## config.mk

```make
export PLATFORM = sky130hd
export DESIGN_NAME = ex_stage
export DESIGN_NICKNAME = d
export VERILOG_FILES = /design/src/rtl/alu_pkg.sv /design/src/rtl/alu_core.sv /design/src/rtl/ex_stage.sv
export SDC_FILE = /design/constraint.sdc
export NUM_CORES = 1
export LEC_CHECK = 0
export BUFFER_PORTS_ARGS = -buffer_cell sky130_fd_sc_hd__buf_4
export CAP_MARGIN = 40
export CORE_UTILIZATION = 50
export DETAILED_ROUTE_END_ITERATION = 16
export PLACE_DENSITY = 0.73
export SYNTH_ARGS = -nofsm -noshare
export SYNTH_HDL_FRONTEND = slang
export SYNTH_SLANG_ARGS = --single-unit
```

## constraint.sdc

```tcl
create_clock -name i_clk -period 5.2 [get_ports i_clk]
set_input_delay 0 -clock i_clk [delete_from_list [all_inputs] [get_ports i_clk]]
set_output_delay 0 -clock i_clk [all_outputs]
set_load 0.01 [all_outputs]
```

## src/rtl/alu_pkg.sv

```systemverilog
// Shared ALU definitions: control codes, default widths and the EX sequencer states.
// Imported by ex_stage, alu_core and the upstream ALU control unit.
package alu_pkg;

    localparam int unsigned DEF_DATA_W     = 16;
    localparam int unsigned DEF_REG_ADDR_W = 4;

    localparam logic [2:0] ALU_ADD  = 3'b000;
    localparam logic [2:0] ALU_SUB  = 3'b001;
    localparam logic [2:0] ALU_MOVE = 3'b010;
    localparam logic [2:0] ALU_SWAP = 3'b011;

    typedef enum logic {
        IDLE,
        SWAP2
    } ex_state_e;

    // Codes with bit 2 set are no-ops that still occupy an output slot.
    function automatic logic is_alu_op(input logic [2:0] code);
        return !code[2];
    endfunction

endpackage

```

## src/rtl/alu_core.sv

```systemverilog
// Combinational datapath of the execute stage: result and flags from control code and operands.
// No state; the caller registers everything.
module alu_core
    import alu_pkg::*;
#(
    parameter int unsigned DATA_W = DEF_DATA_W
) (
    input  logic [2:0]        i_alu_control,
    input  logic [DATA_W-1:0] i_op_a,
    input  logic [DATA_W-1:0] i_op_b,
    output logic [DATA_W-1:0] o_result,
    output logic              o_carry,
    output logic              o_overflow
);

    logic [DATA_W:0] w_sum;
    logic [DATA_W:0] w_diff;

    assign w_sum  = {1'b0, i_op_a} + {1'b0, i_op_b};
    // Top bit of the widened difference is the unsigned borrow.
    assign w_diff = {1'b0, i_op_a} - {1'b0, i_op_b};

    always_comb begin
        o_result   = '0;
        o_carry    = 1'b0;
        o_overflow = 1'b0;
        case (i_alu_control)
            ALU_ADD: begin
                o_result   = w_sum[DATA_W-1:0];
                o_carry    = w_sum[DATA_W];
                o_overflow = (i_op_a[DATA_W-1] == i_op_b[DATA_W-1]) &&
                             (w_sum[DATA_W-1] != i_op_a[DATA_W-1]);
            end
            ALU_SUB: begin
                o_result   = w_diff[DATA_W-1:0];
                o_carry    = w_diff[DATA_W];
                o_overflow = (i_op_a[DATA_W-1] != i_op_b[DATA_W-1]) &&
                             (w_diff[DATA_W-1] != i_op_a[DATA_W-1]);
            end
            ALU_MOVE, ALU_SWAP: o_result = i_op_b;
            default: ;
        endcase
    end

endmodule

```

## src/rtl/ex_stage.sv

```systemverilog
// Execute stage: registered EX/MEM output slot with valid/ready handshake.
// SWAP is issued as two writeback beats, stalling upstream between them.
module ex_stage
    import alu_pkg::*;
#(
    parameter int unsigned DATA_W     = DEF_DATA_W,
    parameter int unsigned REG_ADDR_W = DEF_REG_ADDR_W
) (
    input  logic                  i_clk,
    input  logic                  i_rst_n,
    input  logic                  i_in_valid,
    output logic                  o_in_ready,
    input  logic [2:0]            i_alu_control,
    input  logic [DATA_W-1:0]     i_op_a,
    input  logic [DATA_W-1:0]     i_op_b,
    input  logic [REG_ADDR_W-1:0] i_op1_addr,
    input  logic [REG_ADDR_W-1:0] i_op2_addr,
    input  logic                  i_reg_write,
    input  logic                  i_flush,
    output logic                  o_out_valid,
    input  logic                  i_out_ready,
    output logic [DATA_W-1:0]     o_result,
    output logic [REG_ADDR_W-1:0] o_wr_addr,
    output logic                  o_wr_en,
    output logic                  o_zero,
    output logic                  o_carry,
    output logic                  o_overflow
);

    ex_state_e             r_state;
    logic                  r_out_valid;
    logic [DATA_W-1:0]     r_result;
    logic [REG_ADDR_W-1:0] r_wr_addr;
    logic                  r_wr_en;
    logic                  r_zero;
    logic                  r_carry;
    logic                  r_overflow;
    logic [DATA_W-1:0]     r_swap_data;
    logic [REG_ADDR_W-1:0] r_swap_addr;
    logic                  r_swap_we;

    logic                  w_slot_free;
    logic                  w_accept;
    logic [DATA_W-1:0]     w_alu_result;
    logic                  w_alu_carry;
    logic                  w_alu_overflow;

    alu_core #(
        .DATA_W (DATA_W)
    ) u_alu_core (
        .i_alu_control (i_alu_control),
        .i_op_a        (i_op_a),
        .i_op_b        (i_op_b),
        .o_result      (w_alu_result),
        .o_carry       (w_alu_carry),
        .o_overflow    (w_alu_overflow)
    );

    assign w_slot_free = !r_out_valid || i_out_ready;
    assign o_in_ready  = i_rst_n && (r_state == IDLE) && w_slot_free && !i_flush;
    assign w_accept    = i_in_valid && o_in_ready;

    always_ff @(posedge i_clk) begin
        if (!i_rst_n) begin
            r_state     <= IDLE;
            r_out_valid <= 1'b0;
            r_result    <= '0;
            r_wr_addr   <= '0;
            r_wr_en     <= 1'b0;
            r_zero      <= 1'b0;
            r_carry     <= 1'b0;
            r_overflow  <= 1'b0;
            r_swap_data <= '0;
            r_swap_addr <= '0;
            r_swap_we   <= 1'b0;
        end else if (i_flush) begin
            r_state     <= IDLE;
            r_out_valid <= 1'b0;
            r_wr_en     <= 1'b0;
        end else if (r_state == SWAP2) begin
            if (w_slot_free) begin
                r_state     <= IDLE;
                r_out_valid <= 1'b1;
                r_result    <= r_swap_data;
                r_wr_addr   <= r_swap_addr;
                r_wr_en     <= r_swap_we;
                r_zero      <= (r_swap_data == '0);
                r_carry     <= 1'b0;
                r_overflow  <= 1'b0;
            end
        end else if (w_accept) begin
            r_out_valid <= 1'b1;
            r_result    <= w_alu_result;
            r_wr_addr   <= i_op1_addr;
            r_wr_en     <= i_reg_write && is_alu_op(i_alu_control);
            r_zero      <= (w_alu_result == '0);
            r_carry     <= w_alu_carry;
            r_overflow  <= w_alu_overflow;
            if (i_alu_control == ALU_SWAP) begin
                r_state     <= SWAP2;
                r_swap_data <= i_op_a;
                r_swap_addr <= i_op2_addr;
                r_swap_we   <= i_reg_write;
            end
        end else if (i_out_ready) begin
            r_out_valid <= 1'b0;
        end
    end

    assign o_out_valid = r_out_valid;
    assign o_result    = r_result;
    assign o_wr_addr   = r_wr_addr;
    assign o_wr_en     = r_wr_en;
    assign o_zero      = r_zero;
    assign o_carry     = r_carry;
    assign o_overflow  = r_overflow;

endmodule

```

== Word-level counts from Yosys, hierarchy flattened ==
Cells that the tools add are included.

* Memories kept: 0
* Bits in read-only memories: 0
* Bits in writable memories: 0
* Bits in latches: 0
* Output and inout bits: 26
* Input bits: 49
* Logic and storage cells: 74
* Register bits after elaboration: 47

* Eq/ne operators: 8
* Shift-type cells: 0
* Reductions and logical operators: 22
* Muxes and demuxes: 28
* Add/subtract/negate cells: 2
* Div/mod/pow operators: 0
* $lt $le $gt $ge: 0
* $mul: 0
* Bitwise operators: 3

{| class="wikitable"
|+ Operator list
! kind !! count
|-
| 2-to-1 mux 16 bit || 3
|-
| one-hot mux 16 bit (3 select lines) || 1
|-
| logical NOT 16 bit || 2
|-
| 2-to-1 mux 1 bit || 19
|-
| adder 16 x 16 -> 17 bit || 1
|-
| subtractor 16 x 16 -> 17 bit || 1
|-
| 2-to-1 mux 4 bit || 3
|-
| logical AND 1 bit || 7
|-
| equality test 3 x 2 -> 1 bit (second input constant) || 2
|-
| one-hot mux 1 bit (2 select lines) || 2
|-
| AND reduction 2 bit || 2
|-
| AND reduction 4 bit || 1
|-
| OR reduction 2 bit || 2
|-
| equality test 3 x 1 -> 1 bit (second input constant) || 1
|-
| logical NOT 1 bit || 3
|-
| logical NOT 3 bit || 1
|-
| != test 1 bit || 3
|-
| inverter 1 bit || 3
|-
| AND reduction 3 bit || 1
|-
| nonzero test 3 bit || 1
|-
| != test 2 x 1 -> 1 bit (second input constant) || 1
|-
| nonzero test 2 bit || 1
|-
| equality test 1 bit || 1
|-
| logical OR 1 bit || 1
|}

== Depth between registers and ports, before layout ==
Gate-level depths: netlist of the first run.

* Depth in word-level cells: 7
* Mapped depth: 12

== Modules after synthesis ==
From an unflattened synthesis of the first run, not the netlist that was laid out.

* Cell total of the unflattened synthesis: 493
* Area, all modules: 4078.9 um2

{| class="wikitable"
|+ By module, submodules not included
! module !! sequential area each (um2) !! area each (um2) !! instances !! cells an instance
|-
| ex_stage || 940.9 || 2142.1 || 1 || 202
|-
| alu_core || 0.0 || 1936.9 || 1 || 291
|}

== Worst setup path before layout of the first run ==
No wires, ideal clock.

* Kind: input -> register
* Start point: in i_op_b[6]
* End point: reg r_zero (netlist: o_zero)
* Arrival: 2.268 ns
* Data required time: 5.083 ns
* Path slack: 2.815 ns
* Library setup time: 0.117 ns
* Stages on the path: 11
* Cell sequence: inv_1 > ha_1 > or3_4 > or3_1 > or3_1 > a31o_1 > nand2_2 > a21oi_1 > a311o_1 > nor2b_1 > a32o_1

* Longest elaborated chain between the ends: 5

{| class="wikitable"
|+ Ends and longest elaborated chain
! item !! RTL line !! text
|-
| start: declaration || ex_stage.sv:15 || <nowiki>input logic [DATA_W-1:0] i_op_b,</nowiki>
|-
| subtractor 16 x 16 -> 17 bit or adder 16 x 16 -> 17 bit (tied branches) || alu_core.sv:21, alu_core.sv:19 ||
|-
| one-hot mux 16 bit (3 select lines) (*) || alu_core.sv:27 || <nowiki>case (i_alu_control)</nowiki>
|-
| logical NOT 16 bit (*) || ex_stage.sv:96 || <nowiki>r_zero <= (w_alu_result == '0);</nowiki>
|-
| 2-to-1 mux 1 bit (*) || ex_stage.sv:91 || <nowiki>end else if (w_accept) begin</nowiki>
|-
| 2-to-1 mux 1 bit (*) || ex_stage.sv:80 || <nowiki>end else if (r_state == SWAP2) begin</nowiki>
|-
| end signal: assignment || ex_stage.sv:87 || <nowiki>r_zero <= (r_swap_data == '0);</nowiki>
|-
| end signal: assignment || ex_stage.sv:96 ||
|-
| end: declaration || ex_stage.sv:35 || <nowiki>logic r_zero;</nowiki>
|}

Every way passes the cells marked *; elsewhere a longest branch is shown, timed or not. The select of a mux whose other input is x is not followed.
A chain may end at the register's enable or synchronous reset.

== Worst setup path in the final report of the first run ==
* Start point: in i_op_a[0]
* End point: reg r_zero (netlist: o_zero)

* Longest elaborated chain between the ends: 5

{| class="wikitable"
|+ Ends and longest elaborated chain
! item !! RTL line !! text
|-
| start: declaration || ex_stage.sv:14 || <nowiki>input logic [DATA_W-1:0] i_op_a,</nowiki>
|-
| subtractor 16 x 16 -> 17 bit or adder 16 x 16 -> 17 bit (tied branches) || alu_core.sv:21, alu_core.sv:19 ||
|-
| one-hot mux 16 bit (3 select lines) (*) || alu_core.sv:27 ||
|-
| logical NOT 16 bit (*) || ex_stage.sv:96 ||
|-
| 2-to-1 mux 1 bit (*) || ex_stage.sv:91 ||
|-
| 2-to-1 mux 1 bit (*) || ex_stage.sv:80 ||
|}

Marks and branches as above.

==> flow_metrics.py, run 1 <==
metrics = {
    "outcome": {
        "status": "finished with violations",
        "violations": "hold timing",
    },
    "synth": {
        "synth_top_area_share_pct": 24.5,
        "synthCells": 523,
        "ys_ff_latch": 47,
        "synth_area_sq_um": 3840,
        "synthArstFlopShare_pct": 0,
        "synthesis.nets": 607,
        "synth_edf_count": 0,
        "synth_cell_type_count": 70,
        "synth_flop_cell": "dfxtp_1",
        "syn_avg_cell_area_sq_um": 7.34,
        "synth.largest_area_cell": "dfxtp_1",
        "yosysMostFrequentCell": "nand2_1",
        "synth_area_leaders": "dfxtp_1 (24%), ha_1 (11%), nand2_1 (6.9%), a21oi_1 (6.9%), nor2_1 (4.7%)",
        "yosys_warnings": 0,
        "yosysSeqAreaShare_pct": 24.5,
        "yosys-top-cells-count": "nand2_1 (71), a21oi_1 (53), nor2_1 (48), dfxtp_1 (47), inv_1 (34)",
    },
    "clocking": {
        "cts_tree": "built",
        "htreeDepth": 2,
        "cts_resized": 0,
        "cts_buffers": 5,
        "clk_path_buf_depth": 2,
        "clk_pin_slew_ps": 90,
        "clock-sinks": 47,
        "cts_setup_buffers": 0,
        "clock_latency_ps": 300,
        "root_buffer": "clkbuf_8",
        "cts-hold-fix-buffers": 20,
    },
    "timing": {
        "setup_slack_ps": 1940,
        "tns_ps": 0,
        "final-setup-viol-count": 0,
        "relSlewSlack_pct": 52.1,
        "fmax_mhz": 307,
        "post-route-period-util_pct": 62.6,
        "slew_viol_final": 0,
        "hold_ws_ps": -0.587,
        "rsz0062_at_grt": "false",
        "finalCriticalPeriod_ps": 3260,
        "final_hold_viol_count": 1,
        "fin_skew_ps": 7.82,
        "tightest_slew_ps": 700,
    },
    "cells_and_area": {
        "diodes": 0,
        "drive_gt1_share_pct": 16.0,
        "fin_nets": 684,
        "final_core_util_pct": 65.6,
        "area_growth_pct": 25.1,
    },
    "global_routing": {
        "grt_overflow_total": 0,
        "grt_max_degree": 38,
        "grt_pass1_vias": 3811,
        "grt_use_total_pct": 30.0,
        "antenna_found_initial": 0,
        "grt_pass1_wl_mm": 18.4,
    },
    "placed_design": {
        "place_ws_ps": 2270,
        "port_buffers": 74,
        "dp_hpwl_mm": 8.92,
        "gp_congestion": 0.926,
    },
    "setup_path": {
        "endpoint_kind": "flop",
        "worst-path-buf-inv": 3,
        "critPathLaunchType": "input port",
        "cp_slowest_cell": "dlygate4sd3_1",
        "critPathArrivalTime_ps": 3510,
        "critPathMaxFanout": 3,
        "critical-path-max-stage-delay_ps": 530,
        "critPathTopFamily": "compound AO/OA/AOI/OAI gates",
        "path_cells": "dlygate4sd3_1, buf_4, ha_1, inv_1, fa_1, o21bai_1, a2111oi_0, o41ai_1, mux2i_1, xnor2_1, a22oi_1, o211ai_1, nor4_1, a32o_1",
        "required_ps": 5450,
        "worstSetupPathType": "input port to flop",
    },
    "floorplanning": {
        "ios": 75,
        "start_util_pct": 52.4,
        "core-area_sq_um": 7330,
        "die_h_um": 89.7,
        "die_area_sq_um": 8040,
        "fp-row-count": 31,
        "chipWidth_um": 89.7,
    },
    "power": {
        "p_per_area_nw_per_um2": 210,
        "irDropWorstVdd_mv": 0.133,
        "power_uw": 1010,
        "p_leak_uw": 0.00208,
    },
    "route": {
        "drt_iter0_drc": 253,
        "postRouteAntennaNets": 0,
        "num_vias": 4196,
        "drt-total-wl_mm": 11.8,
        "dr.pass1.iters": 5,
        "drc": 0,
        "drt-wirelength-per-cell_um": 16.9,
        "vias_per_cell": 5.99,
    },
    "min_path": {
        "hp-class": "input port to flop",
    },
    "job": {
        "drv_cap": 0,
    },
}
-- cell families after synthesis --
| family | after synthesis | share of synthesized area, % |
|---|---|---|
| and+or+nand+nor | 192 | 23.6 |
| AOI/OAI and AO/OA | 164 | 28.6 |
| buffers and inverters | 65 | 6.42 |
| DFF | 47 | 24.5 |
| adders and majority gates | 35 | 11.8 |
| muxes | 14 | 3.65 |
| xor gates and xnor gates | 6 | 1.37 |
-- worst paths after layout --
| path | from | to | slack (ps) | cells past startpoint |
|---|---|---|---|---|
| setup / recovery | i_op_a[0] | o_zero | 1940 | 14 |
| hold / removal | i_op_a[13] | r_swap_data[13] | -0.6 | 3 |
| setup reg to reg | r_state | o_zero | 2820 | 9 |
| hold reg to reg | o_carry | o_carry | 460 | 2 |
-- report_power, final --
part | internal, uW | switching [uW] | leakage (uW)
sequential | 368 | 5.09 | 0.000381
combinational | 137 | 179 | 0.00163
clock | 192 | 126 | 0.0000654
-- stage by stage --
| stage | instance area [sq um] | cells |
|---|---|---|
| 6_report | 4810 | 700 |
| 4_1_cts | 4810 | 700 |
| 3_5_place_dp | 4470 | 672 |
| 3_3_place_gp | 4430 | 669 |
| 5_1_grt | 4810 | 700 |
| 2_1_floorplan | 3840 | 523 |
-- placed cells by master, fill, tap and decap left out, types with 3 or more instances in the layout --
cell	instances
dfxtp_1	47
o21bai_1	3
o21a_1	3
a211o_1	3
nor4_1	7
or3_1	7
nor2_1	48
nand2b_1	6
nor3_1	9
o31ai_1	5
or2_2	3
o211ai_1	10
mux2i_1	14
nand3_1	12
nor3b_1	3
xnor2_1	4
nor2b_1	8
a211oi_1	16
a21o_1	6
buf_4	76
o2111ai_1	3
a31oi_1	5
inv_1	34
buf_8	3
clkbuf_8	5
a21oi_1	53
nand2_1	71
o21ai_0	23
dlygate4sd3_1	20
ha_1	33
a221oi_1	4
-- layout make-up --
class,count,area [sq um]
Clock inverter,2,60.1
Sequential cell,47,941
Tap cell,99,124
Fill cell,672,2520
Multi-Input combinational cell,411,2660
Timing Repair Buffer,99,816
Inverter,36,135
Clock buffer,6,72.6
-- worst register-to-register path: stages (launching register included) --
cell	delay (ps)
dfxtp_1	520
buf_8	250
a21oi_1	90
nor3_2	160
nor2_1	100
nor4_1	230
nor4bb_1	220
o311ai_0	230
nor4_1	350
a32o_1	210
-- flip-flops by register name, indices dropped and copies added (netlist names) --
| signal | cells |
|---|---|
| o_carry | 1 |
| o_out_valid | 1 |
| o_overflow | 1 |
| o_result | 16 |
| o_wr_addr | 4 |
| o_wr_en | 1 |
| o_zero | 1 |
| r_state | 1 |
| r_swap_addr | 4 |
| r_swap_data | 16 |
| r_swap_we | 1 |
-- routing by layer --
layer / vias to the layer above / GRT usage [%] / wire length (um)
li1: 2040 / - / -
met4: 0 / 10.1 / 193
met3: 20 / 4.39 / 699
met2: 170 / 49.7 / 5790
met1: 1966 / 39.8 / 5160
met5: - / 0 / 0
Note: power is estimated with default switching activity, not from simulation.
==> inputs of run 2 (changes only) <==
ABC_AREA = 1   (was default)
PLACE_DENSITY = 0.75   (was 0.73)
clock period = 2.9 ns   (was 5.2 ns; I/O delays follow)
==> run 2 against run 1 <==
Critical path type is now flop to flop. Sequential share of layout area is 1.0 points lower. Final area up 5.5%. Wire length increased by 17%. Sequential power increased by 78%. Non-clock buffer count is 13 lower. Combinational power is 94% higher. The flow now finishes without violations. First-iteration DRC count rose by 41%. Via count increased by 19%. Worst hold slack improved by 2.9 ps. Count of clock-buffer cells in the layout stayed put. Clock power up 49%. Setup slack got worse by 1200 ps.
==> flow_metrics.py, run 2 <==
metrics = {
    "synth": {
        "syn_avg_cell_area_sq_um": 5.80,
        "yosysMostFrequentCell": "nand2_1",
        "synthesis.nets": 824,
        "synthArstFlopShare_pct": 0,
        "synthCells": 740,
        "synth_edf_count": 0,
        "ys_ff_latch": 47,
        "synth.largest_area_cell": "dfxtp_1",
        "yosys-top-cells-count": "nand2_1 (203), inv_1 (119), a21oi_1 (72), nand3_1 (70), nor2_1 (66)",
        "synth_flop_cell": "dfxtp_1",
        "synth_area_leaders": "dfxtp_1 (22%), nand2_1 (18%), inv_1 (10%), ha_1 (9.6%), a21oi_1 (8.4%)",
        "synth_cell_type_count": 34,
        "yosys_warnings": 0,
        "synth_area_sq_um": 4290,
        "yosysSeqAreaShare_pct": 21.9,
        "synth_top_area_share_pct": 21.9,
    },
    "cells_and_area": {
        "layout_commonest_cell": "nand2_1",
        "final-seq-area_sq_um": 941,
        "fillers": 840,
        "area_growth_pct": 18.2,
        "mostFrequentLayoutCells": "nand2_1 (203), inv_1 (119), buf_4 (76)",
        "fin_nets": 887,
        "drive_gt1_share_pct": 12.0,
        "multi_input_area_sq_um": 2760,
        "diodes": 0,
    },
    "global_routing": {
        "grt_overflow_total": 0,
        "grt_pass1_wl_mm": 21.9,
        "grt_use_total_pct": 31.6,
        "grt_max_degree": 38,
        "antenna_found_initial": 0,
        "grt_pass1_vias": 4460,
    },
    "route": {
        "dr.pass1.iters": 5,
        "postRouteAntennaNets": 0,
        "vias_per_cell": 5.50,
        "drt-total-wl_mm": 13.8,
        "routed.top_layer": "met4",
        "drt-wirelength-per-cell_um": 15.2,
        "route.met3.wl_mm": 1.01,
        "dr_wl_met2_mm": 6.26,
        "num_vias": 4991,
        "drt_iter0_drc": 356,
        "drc": 0,
        "wl_met1_mm": 6.13,
    },
    "power": {
        "irDropWorstVdd_mv": 0.263,
        "p_sw_share_pct": 35.4,
        "power_switching_uw": 621,
        "clock_power_share_pct": 27.0,
        "comb_power_share_pct": 35.0,
        "power_uw": 1750,
        "p_per_area_nw_per_um2": 345,
        "p_int_uw": 1130,
        "p_leak_uw": 0.00264,
        "p_seq_share_pct": 38.0,
    },
    "timing": {
        "rsz0062_at_grt": "false",
        "slew_viol_final": 0,
        "fin_skew_ps": 6.57,
        "tns_ps": 0,
        "tightest_slew_ps": 602,
        "finalCriticalPeriod_ps": 2180,
        "final-setup-viol-count": 0,
        "fmax_mhz": 459,
        "post-route-period-util_pct": 75.1,
        "setup_slack_ps": 724,
        "relSlewSlack_pct": 59.8,
        "final_hold_viol_count": 0,
    },
    "placed_design": {
        "place_ws_ps": 629,
        "port_buffers": 74,
        "dp_hpwl_mm": 11.0,
        "gp_congestion": 1.01,
    },
    "floorplanning": {
        "chipWidth_um": 94.7,
        "ios": 75,
        "die_area_sq_um": 8960,
        "core-area_sq_um": 8260,
        "start_util_pct": 52.0,
        "die_h_um": 94.7,
        "fp-row-count": 33,
    },
    "setup_path": {
        "endpoint_kind": "flop",
        "r2r-start": "r_state",
        "rr_worst_depth": 13,
        "r2r_setup_slack_ps": 720,
        "r2r_end": "o_zero",
        "critPathLaunchType": "flop",
        "worstSetupStartpoint": "r_state",
        "required_ps": 3150,
        "critPathMaxFanout": 21,
        "worstSetupPathType": "flop to flop",
        "critPathArrivalTime_ps": 2420,
    },
    "clocking": {
        "cts_tree": "built",
        "clock_latency_ps": 310,
        "clk_pin_slew_ps": 90,
        "htreeDepth": 2,
        "cts_resized": 0,
        "clock-sinks": 47,
        "cts-hold-fix-buffers": 8,
        "cts_buffers": 5,
        "clk_path_buf_depth": 2,
        "cts_setup_buffers": 0,
        "root_buffer": "clkbuf_8",
    },
    "min_path": {
        "whs_path_depth": 3,
        "hp-class": "input port to flop",
        "min_to": "r_swap_addr[2]",
        "holdCritStartpoint": "i_op2_addr[2]",
    },
    "outcome": {
        "status": "complete, no violations",
    },
    "job": {
        "drv_cap": 0,
    },
}
[run 2: kinds of logic after synthesis]
group                      after synthesis  share of synthesized area (%)
and+or+nand+nor                        364                           35.7
buffers and inverters                  151                           13.9
AOI/OAI and AO/OA                      141                           17.5
DFF                                     47                           21.9
adders and majority gates               35                           10.5
xor gates and xnor gates                 2                          0.408
[run 2: final cells by class]
cell class	count	share of cell area, %
Multi-Input combinational cell	542	54.3
Sequential cell	47	18.5
Timing Repair Buffer	86	13.5
Inverter	121	9.00
Tap cell	105	2.59
Clock buffer	6	1.43
Clock inverter	1	0.592
[run 2: power groups by stage]
stage / clock (uW) / combinational, uW / sequential (uW)
final: 473 / 613 / 666
after global routing: 507 / 684 / 668
after global placement: 0 / 584 / 681
after CTS: 472 / 602 / 666
after floorplan: 0 / 385 / 684
after detailed placement: 0 / 590 / 681
[run 2: worst max-delay path by stage]
stage	end	slack [ps]	depth (start not counted)
CTS	o_zero	730	13
detailed placement	r_swap_data[3]	630	8
finish	o_zero	720	13
floorplan	o_zero	1250	16
global placement	r_swap_data[3]	550	5
global route	o_zero	500	13
[run 2: critical path, stage by stage, from the launching register on]
cell,delay (ps)
dfxtp_1,460
buf_8,230
inv_1,80
buf_4,260
o21ai_0,130
nor2_1,190
nand2_1,80
nor2_1,80
nand3_1,110
nor2_1,130
nand3_1,90
nor2_1,100
nand2_1,70
a21oi_1,110
[run 2: through the flow]
step                      cells  area (sq um)  utilization, %  hold WS (ps)
final                       908          5070            61.4          2.28
after global routing        908          5070            61.4          3.62
after CTS                   908          5070            61.4          3.59
after detailed placement    893          4890            59.2           290
after global placement      892          4880            59.0           284
after floorplan             740          4290               -           160
[run 2: metal layers]
layer	vias to the layer above	global-route usage, %
li1	2484	-
met1	2271	42.0
met2	205	52.2
met3	31	4.27
met4	0	11.0
met5	-	0
